File: config.mk
export PLATFORM = sky130hd
export DESIGN_NAME = wb_regfile_scoreboard_flat
export DESIGN_NICKNAME = d
export VERILOG_FILES = /design/src/rtl/wb_regfile_scoreboard_if.sv /design/src/rtl/wb_regfile_scoreboard.sv /design/src/flat_wrapper.sv
export SDC_FILE = /design/constraint.sdc
export NUM_CORES = 2
export LEC_CHECK = 0
export CORE_MARGIN = 3
export CORE_UTILIZATION = 55
export CTS_BUF_LIST = sky130_fd_sc_hd__clkbuf_4
export DETAILED_ROUTE_END_ITERATION = 8
export PLACE_DENSITY = 0.8
export SYNTH_ARGS = -nofsm -noshare
export SYNTH_HDL_FRONTEND = slang
export SYNTH_SLANG_ARGS = --single-unit
File: constraint.sdc
create_clock -name clk -period 5 [get_ports clk]
set_clock_uncertainty 0.15 [all_clocks]
set_input_delay 1.5 -clock clk [delete_from_list [all_inputs] [get_ports clk]]
set_output_delay 1.5 -clock clk [all_outputs]
set_load 0.02 [all_outputs]
File: src/rtl/wb_regfile_scoreboard_if.sv
// Bus bundle between the issue/write-back side and the register file scoreboard.
// Issue handshake: an instruction transfers on a rising edge where iss_valid=1 and stall=0;
// stall is the inverse of ready and may depend combinationally on the issue and wb fields.
interface wb_regfile_scoreboard_if #(
  parameter int DATA_W = 32,
  parameter int ADDR_W = 5
);
  localparam int NREGS = 2 ** ADDR_W;

  logic              iss_valid;
  logic [ADDR_W-1:0] iss_dest;
  logic              iss_dest_en;
  logic [ADDR_W-1:0] iss_src1;
  logic [ADDR_W-1:0] iss_src2;
  logic [DATA_W-1:0] rd_data1;
  logic [DATA_W-1:0] rd_data2;
  logic              stall;
  logic              wb_en;
  logic [ADDR_W-1:0] wb_addr;
  logic [DATA_W-1:0] wb_data;
  logic [NREGS-1:0]  pending;
  logic              err_wb;

  modport master (
    output iss_valid, iss_dest, iss_dest_en, iss_src1, iss_src2,
    output wb_en, wb_addr, wb_data,
    input  rd_data1, rd_data2, stall, pending, err_wb
  );

  modport slave (
    input  iss_valid, iss_dest, iss_dest_en, iss_src1, iss_src2,
    input  wb_en, wb_addr, wb_data,
    output rd_data1, rd_data2, stall, pending, err_wb
  );
endinterface

File: src/rtl/wb_regfile_scoreboard.sv
// Architectural register file with write-through reads and a per-register pending
// scoreboard that stalls issue on RAW/WAW hazards until the matching write-back.
module wb_regfile_scoreboard #(
  parameter int DATA_W = 32,
  parameter int ADDR_W = 5
) (
  input  logic                   clk,
  input  logic                   rst_n,
  wb_regfile_scoreboard_if.slave bus
);
  localparam int NREGS = 2 ** ADDR_W;
  localparam logic [NREGS-1:0] ONE_HOT0 = {{(NREGS-1){1'b0}}, 1'b1};

  logic [DATA_W-1:0] regs_q [NREGS];
  logic [NREGS-1:0]  pending_q, pending_d;
  logic              err_q, err_d;

  logic              wb_we;
  logic [NREGS-1:0]  wb_clr;
  logic [NREGS-1:0]  eff_pend;
  logic              haz_src1, haz_src2, haz_dest;
  logic              stall_c;
  logic              accept;
  logic [NREGS-1:0]  iss_set;

  // Address 0 is hardwired: it never writes, never pends and never hazards.
  always_comb begin
    wb_we    = bus.wb_en && (bus.wb_addr != '0);
    wb_clr   = wb_we ? (ONE_HOT0 << bus.wb_addr) : '0;
    eff_pend = pending_q & ~wb_clr;

    haz_src1 = (bus.iss_src1 != '0) && eff_pend[bus.iss_src1];
    haz_src2 = (bus.iss_src2 != '0) && eff_pend[bus.iss_src2];
    haz_dest = bus.iss_dest_en && (bus.iss_dest != '0) && eff_pend[bus.iss_dest];
    stall_c  = bus.iss_valid && (haz_src1 || haz_src2 || haz_dest);

    accept   = bus.iss_valid && !stall_c;
    iss_set  = (accept && bus.iss_dest_en && (bus.iss_dest != '0))
             ? (ONE_HOT0 << bus.iss_dest) : '0;

    // Set after clear so a same-cycle issue to the completing register stays pending.
    pending_d = eff_pend | iss_set;
    err_d     = err_q || (wb_we && !pending_q[bus.wb_addr]);
  end

  always_comb begin
    bus.rd_data1 = '0;
    bus.rd_data2 = '0;
    if (bus.iss_src1 != '0)
      bus.rd_data1 = (wb_we && bus.wb_addr == bus.iss_src1) ? bus.wb_data : regs_q[bus.iss_src1];
    if (bus.iss_src2 != '0)
      bus.rd_data2 = (wb_we && bus.wb_addr == bus.iss_src2) ? bus.wb_data : regs_q[bus.iss_src2];
    bus.stall   = stall_c;
    bus.pending = pending_q;
    bus.err_wb  = err_q;
  end

  always_ff @(posedge clk or negedge rst_n) begin
    if (!rst_n) begin
      pending_q <= '0;
      err_q     <= 1'b0;
    end else begin
      pending_q <= pending_d;
      err_q     <= err_d;
    end
  end

  always_ff @(posedge clk or negedge rst_n) begin
    if (!rst_n) begin
      for (int i = 0; i < NREGS; i++) regs_q[i] <= '0;
    end else if (wb_we) begin
      regs_q[bus.wb_addr] <= bus.wb_data;
    end
  end
endmodule

File: src/flat_wrapper.sv
// flat-port wrapper written by rule: the top's interface ports become plain ports
module wb_regfile_scoreboard_flat 
#(
  parameter int DATA_W = 32,
  parameter int ADDR_W = 5
)
  (clk, rst_n, bus_iss_valid, bus_iss_dest, bus_iss_dest_en, bus_iss_src1, bus_iss_src2, bus_wb_en, bus_wb_addr, bus_wb_data, bus_rd_data1, bus_rd_data2, bus_stall, bus_pending, bus_err_wb);
  wb_regfile_scoreboard_if #(.DATA_W(DATA_W), .ADDR_W(ADDR_W)) bus_i ();
  input  logic clk;
  input  logic rst_n;
  input wire logic [$bits(bus_i.iss_valid)-1:0] bus_iss_valid;
  input wire logic [$bits(bus_i.iss_dest)-1:0] bus_iss_dest;
  input wire logic [$bits(bus_i.iss_dest_en)-1:0] bus_iss_dest_en;
  input wire logic [$bits(bus_i.iss_src1)-1:0] bus_iss_src1;
  input wire logic [$bits(bus_i.iss_src2)-1:0] bus_iss_src2;
  input wire logic [$bits(bus_i.wb_en)-1:0] bus_wb_en;
  input wire logic [$bits(bus_i.wb_addr)-1:0] bus_wb_addr;
  input wire logic [$bits(bus_i.wb_data)-1:0] bus_wb_data;
  output wire logic [$bits(bus_i.rd_data1)-1:0] bus_rd_data1;
  output wire logic [$bits(bus_i.rd_data2)-1:0] bus_rd_data2;
  output wire logic [$bits(bus_i.stall)-1:0] bus_stall;
  output wire logic [$bits(bus_i.pending)-1:0] bus_pending;
  output wire logic [$bits(bus_i.err_wb)-1:0] bus_err_wb;
  assign bus_i.iss_valid = bus_iss_valid;
  assign bus_i.iss_dest = bus_iss_dest;
  assign bus_i.iss_dest_en = bus_iss_dest_en;
  assign bus_i.iss_src1 = bus_iss_src1;
  assign bus_i.iss_src2 = bus_iss_src2;
  assign bus_i.wb_en = bus_wb_en;
  assign bus_i.wb_addr = bus_wb_addr;
  assign bus_i.wb_data = bus_wb_data;
  assign bus_rd_data1 = bus_i.rd_data1;
  assign bus_rd_data2 = bus_i.rd_data2;
  assign bus_stall = bus_i.stall;
  assign bus_pending = bus_i.pending;
  assign bus_err_wb = bus_i.err_wb;
  wb_regfile_scoreboard #(.DATA_W(DATA_W), .ADDR_W(ADDR_W)) u_core (.clk(clk), .rst_n(rst_n), .bus(bus_i));
endmodule
==> flow_metrics.env <==
export IMPL_clockBufferDepth=4
export IMPL_leakagePower_nw=31.1
export IMPL_violations="setup timing"
export IMPL_p_sw_mw=7.81
export IMPL_cp_cell_sequence="buf_8, bufbuf_16, nand4bb_1, buf_4, o21ai_1, mux4_2, o22ai_1, a41oi_4, nand2_4, o21a_4, buf_6"
export IMPL_fmax_ghz=0.188
export IMPL_drt_met1_wl_mm=70.5
export IMPL_start_util_pct=55.7
export IMPL_numCtsBuffers=300
export IMPL_setup_viol=65
export IMPL_place_gp_congestion=0.996
export IMPL_stdcell_count=5934
export IMPL_synth_mux_area_share_pct=45.9
export IMPL_pwr_share_comb_pct=27.1
export IMPL_portBuffers=154
export IMPL_multi_input_area_mm2=0.0316
export IMPL_drc=0
export IMPL_slowest_stage="nand4bb_1"
export IMPL_drv_cap=0
export IMPL_wl_met3_mm=20.1
export IMPL_final_common_cell="dfrtp_1"
export IMPL_synthTopCellsByArea="dfrtp_1 (46%), mux4_2 (25%), mux2_2 (19%)"
export IMPL_met2_length_mm=90.0
export IMPL_drv_slew=0
export IMPL_arrival_ps=3660
export IMPL_async_flop_share_pct=100
export IMPL_cts_max_level=5
export IMPL_synth_seq_cells=1057
export IMPL_layout_common_cells="dfrtp_1 (1057), mux2_2 (995), mux4_2 (638), clkbuf_4 (427), buf_4 (392)"
export IMPL_wl_per_cell_um=32.4
export IMPL_worstPathMaxFanout=5
export IMPL_synthFlopType="dfrtp_1"
export IMPL_hpwlAfterDp_mm=107
export IMPL_synthToLayoutAreaGrowth_pct=25.7
export IMPL_ios=155
export IMPL_cts_tree="yes"
export IMPL_drtPass1Iterations=5
export IMPL_power_report_internal_total_mw=18.5
export IMPL_crit_type="in -> out"
export IMPL_p_sw_share_pct=29.6
export IMPL_cp_required_ps=3350
export IMPL_grt_pass1_vias=43023
export IMPL_peakVddDrop_v=0.000210
export IMPL_final_nets=4427
export IMPL_highest_layer="met4"
export IMPL_synth_area_leader_cell="dfrtp_1"
export IMPL_gr_total_overflow=0
export IMPL_hold_buffers=0
export IMPL_hp_class="in -> async"
export IMPL_drive_gt1_share_pct=67.6
export IMPL_power_density_mw_per_mm2=362
export IMPL_core_mm2=0.104
export IMPL_synth_area_per_cell_um2=15.6
export IMPL_cp_start_kind="primary input"
export IMPL_clkTransAtPathRegs_ps=50
export IMPL_fin_util_pct=70.0
export IMPL_hold_slack_ps=229
export IMPL_ctsRootBufferMaster="clkbuf_4"
export IMPL_dp_cells=5323
export IMPL_antenna_left=0
export IMPL_syn_inst=3706
export IMPL_syn_cell_area_mm2=0.0578
export IMPL_period_share_pct=106
export IMPL_tightest_slew_ps=1070
export IMPL_syn_nets=3763
export IMPL_dr_total_vias=40958
export IMPL_grt_pass1_wl_mm=286
export IMPL_grt_max_degree=100
export IMPL_status="finished, violations left"
export IMPL_slew_headroom_pct=28.7
export IMPL_die_area_mm2=0.109
export IMPL_synthAdderAreaFrac_pct=0
export IMPL_clock_sinks=1057
export IMPL_yosysWarnings=0
export IMPL_synth_compound_area_share_pct=2.88
export IMPL_grt_setup_unrepaired="yes"
export IMPL_vias_per_cell=6.90
export IMPL_fillCellCount=6543
export IMPL_synthXorXnorAreaFrac_pct=0.197
export IMPL_ys_seq_area_share_pct=45.7
export IMPL_synth_enable_flop_cells=0
export IMPL_dieWidth_um=330
export IMPL_cp_end_kind="output port"
export IMPL_final_seq_area_mm2=0.0265
export IMPL_placed_area_mm2=0.0658
export IMPL_setup_ws_ps=-310
export IMPL_synth_top_cell_area_share_pct=45.7
export IMPL_routed_wl_mm=192
export IMPL_antenna_found_initial=3
export IMPL_power_frac_seq_pct=43.5
export IMPL_min_period_ps=5310
export IMPL_synth_simple_area_share_pct=2.06
export IMPL_final_cell_area_mm2=0.0727
export IMPL_clk_latency_ps=1170
export IMPL_max_stage_delay_ps=340
export IMPL_fp_row_count=118
export IMPL_track_usage_pct=36.0
export IMPL_pwr_share_clk_pct=29.4
export IMPL_drt_iter0_drc=4627
export IMPL_synth_top_family_by_area="multiplexers"
export IMPL_hold_violations=0
export IMPL_ys_types=72
export IMPL_die_y_um=330
[sequential cells by signal (all words and copies together), names as in the netlist]
register and count:
u_core.bus.pending 32, u_core.regs_q 1024, u_core.bus.err_wb 1
[layer usage]
layer	vias to the layer above	global-route usage, %
met4	0	19.4
met5	-	0
li1	15969	-
met2	2682	54.8
met3	642	9.26
met1	21665	48.0
[layout make-up]
class                           instances  share of cell area, %
Timing Repair Buffer                  798                   13.0
Inverter                               10                 0.0585
Multi-Input combinational cell       2203                   43.4
Clock buffer                          427                   4.41
Sequential cell                      1057                   36.4
Clock inverter                         55                  0.378
Tap cell                             1380                   2.37
Antenna cell                            4                 0.0138
[through the flow]
step / total power [mW] / setup WS, ps / setup TNS, ps
2_1_floorplan: 15.8 / -47.8 / -245
3_3_place_gp: 17.8 / -1170 / -68710
3_5_place_dp: 18.1 / -1180 / -68520
4_1_cts: 26.2 / -299 / -9320
5_1_grt: 27.5 / -309 / -11930
6_report: 26.4 / -310 / -9210
[power by group through the flow]
| stage | combinational, mW | sequential (mW) | clock (mW) |
|---|---|---|---|
| 5_1_grt | 7.52 | 11.6 | 8.34 |
| 6_report | 7.15 | 11.5 | 7.75 |
| 3_3_place_gp | 6.45 | 11.3 | 0 |
| 2_1_floorplan | 4.71 | 11.1 | 0 |
| 3_5_place_dp | 6.61 | 11.5 | 0 |
| 4_1_cts | 7.04 | 11.3 | 7.82 |
[final timing paths]
path	slack [ps]	startpoint	endpoint	depth (start not counted)
setup / recovery	-310	bus_wb_addr[2]	bus_stall	11
hold / removal	230	rst_n	u_core.regs_q[927]	1
setup reg to reg	2180	u_core.bus.pending[0]	u_core.bus.pending[29]	8
hold reg to reg	250	u_core.regs_q[1019]	u_core.regs_q[1019]	0
max in group asynchronous	3270	rst_n	u_core.regs_q[9]	3
min in group clk	250	u_core.regs_q[1019]	u_core.regs_q[1019]	0
[cells by family after synthesis]
kind of cell              count (synthesis)
AOI/OAI and AO/OA                       224
buffers and inverters                   446
muxes                                  1732
DFF                                    1057
and+or+nand+nor                         234
xor gates and xnor gates                 13
[cells in the mapped netlist, types with 12 or more instances]
| cell type | instances |
|---|---|
| dfrtp_1 | 1057 |
| nor2b_1 | 20 |
| or3_1 | 20 |
| clkbuf_1 | 294 |
| mux2i_1 | 99 |
| mux4_2 | 638 |
| buf_2 | 86 |
| mux2_2 | 995 |
| a21oi_1 | 20 |
| o31ai_1 | 15 |
| buf_1 | 44 |
| nor2_1 | 105 |
| nand2_1 | 39 |
| a211oi_1 | 87 |
| o31ai_2 | 12 |
| o21ai_0 | 31 |
[critical path, delay by kind of cell]
kind / cells / cell delay (ps)
and+or+nand+nor: 2 / 410
muxes: 1 / 250
buffers and inverters: 4 / 740
AOI/OAI and AO/OA: 4 / 740
[what timing repair did]
action                     4_1_cts  5_1_grt
hold endpoints to repair         0        0
cloned                          34        3
pin swaps                       67       42
resized for setup              704       98
setup endpoints to repair       65       65
buffers inserted                76       36
Power figures use the tool's default switching activity.
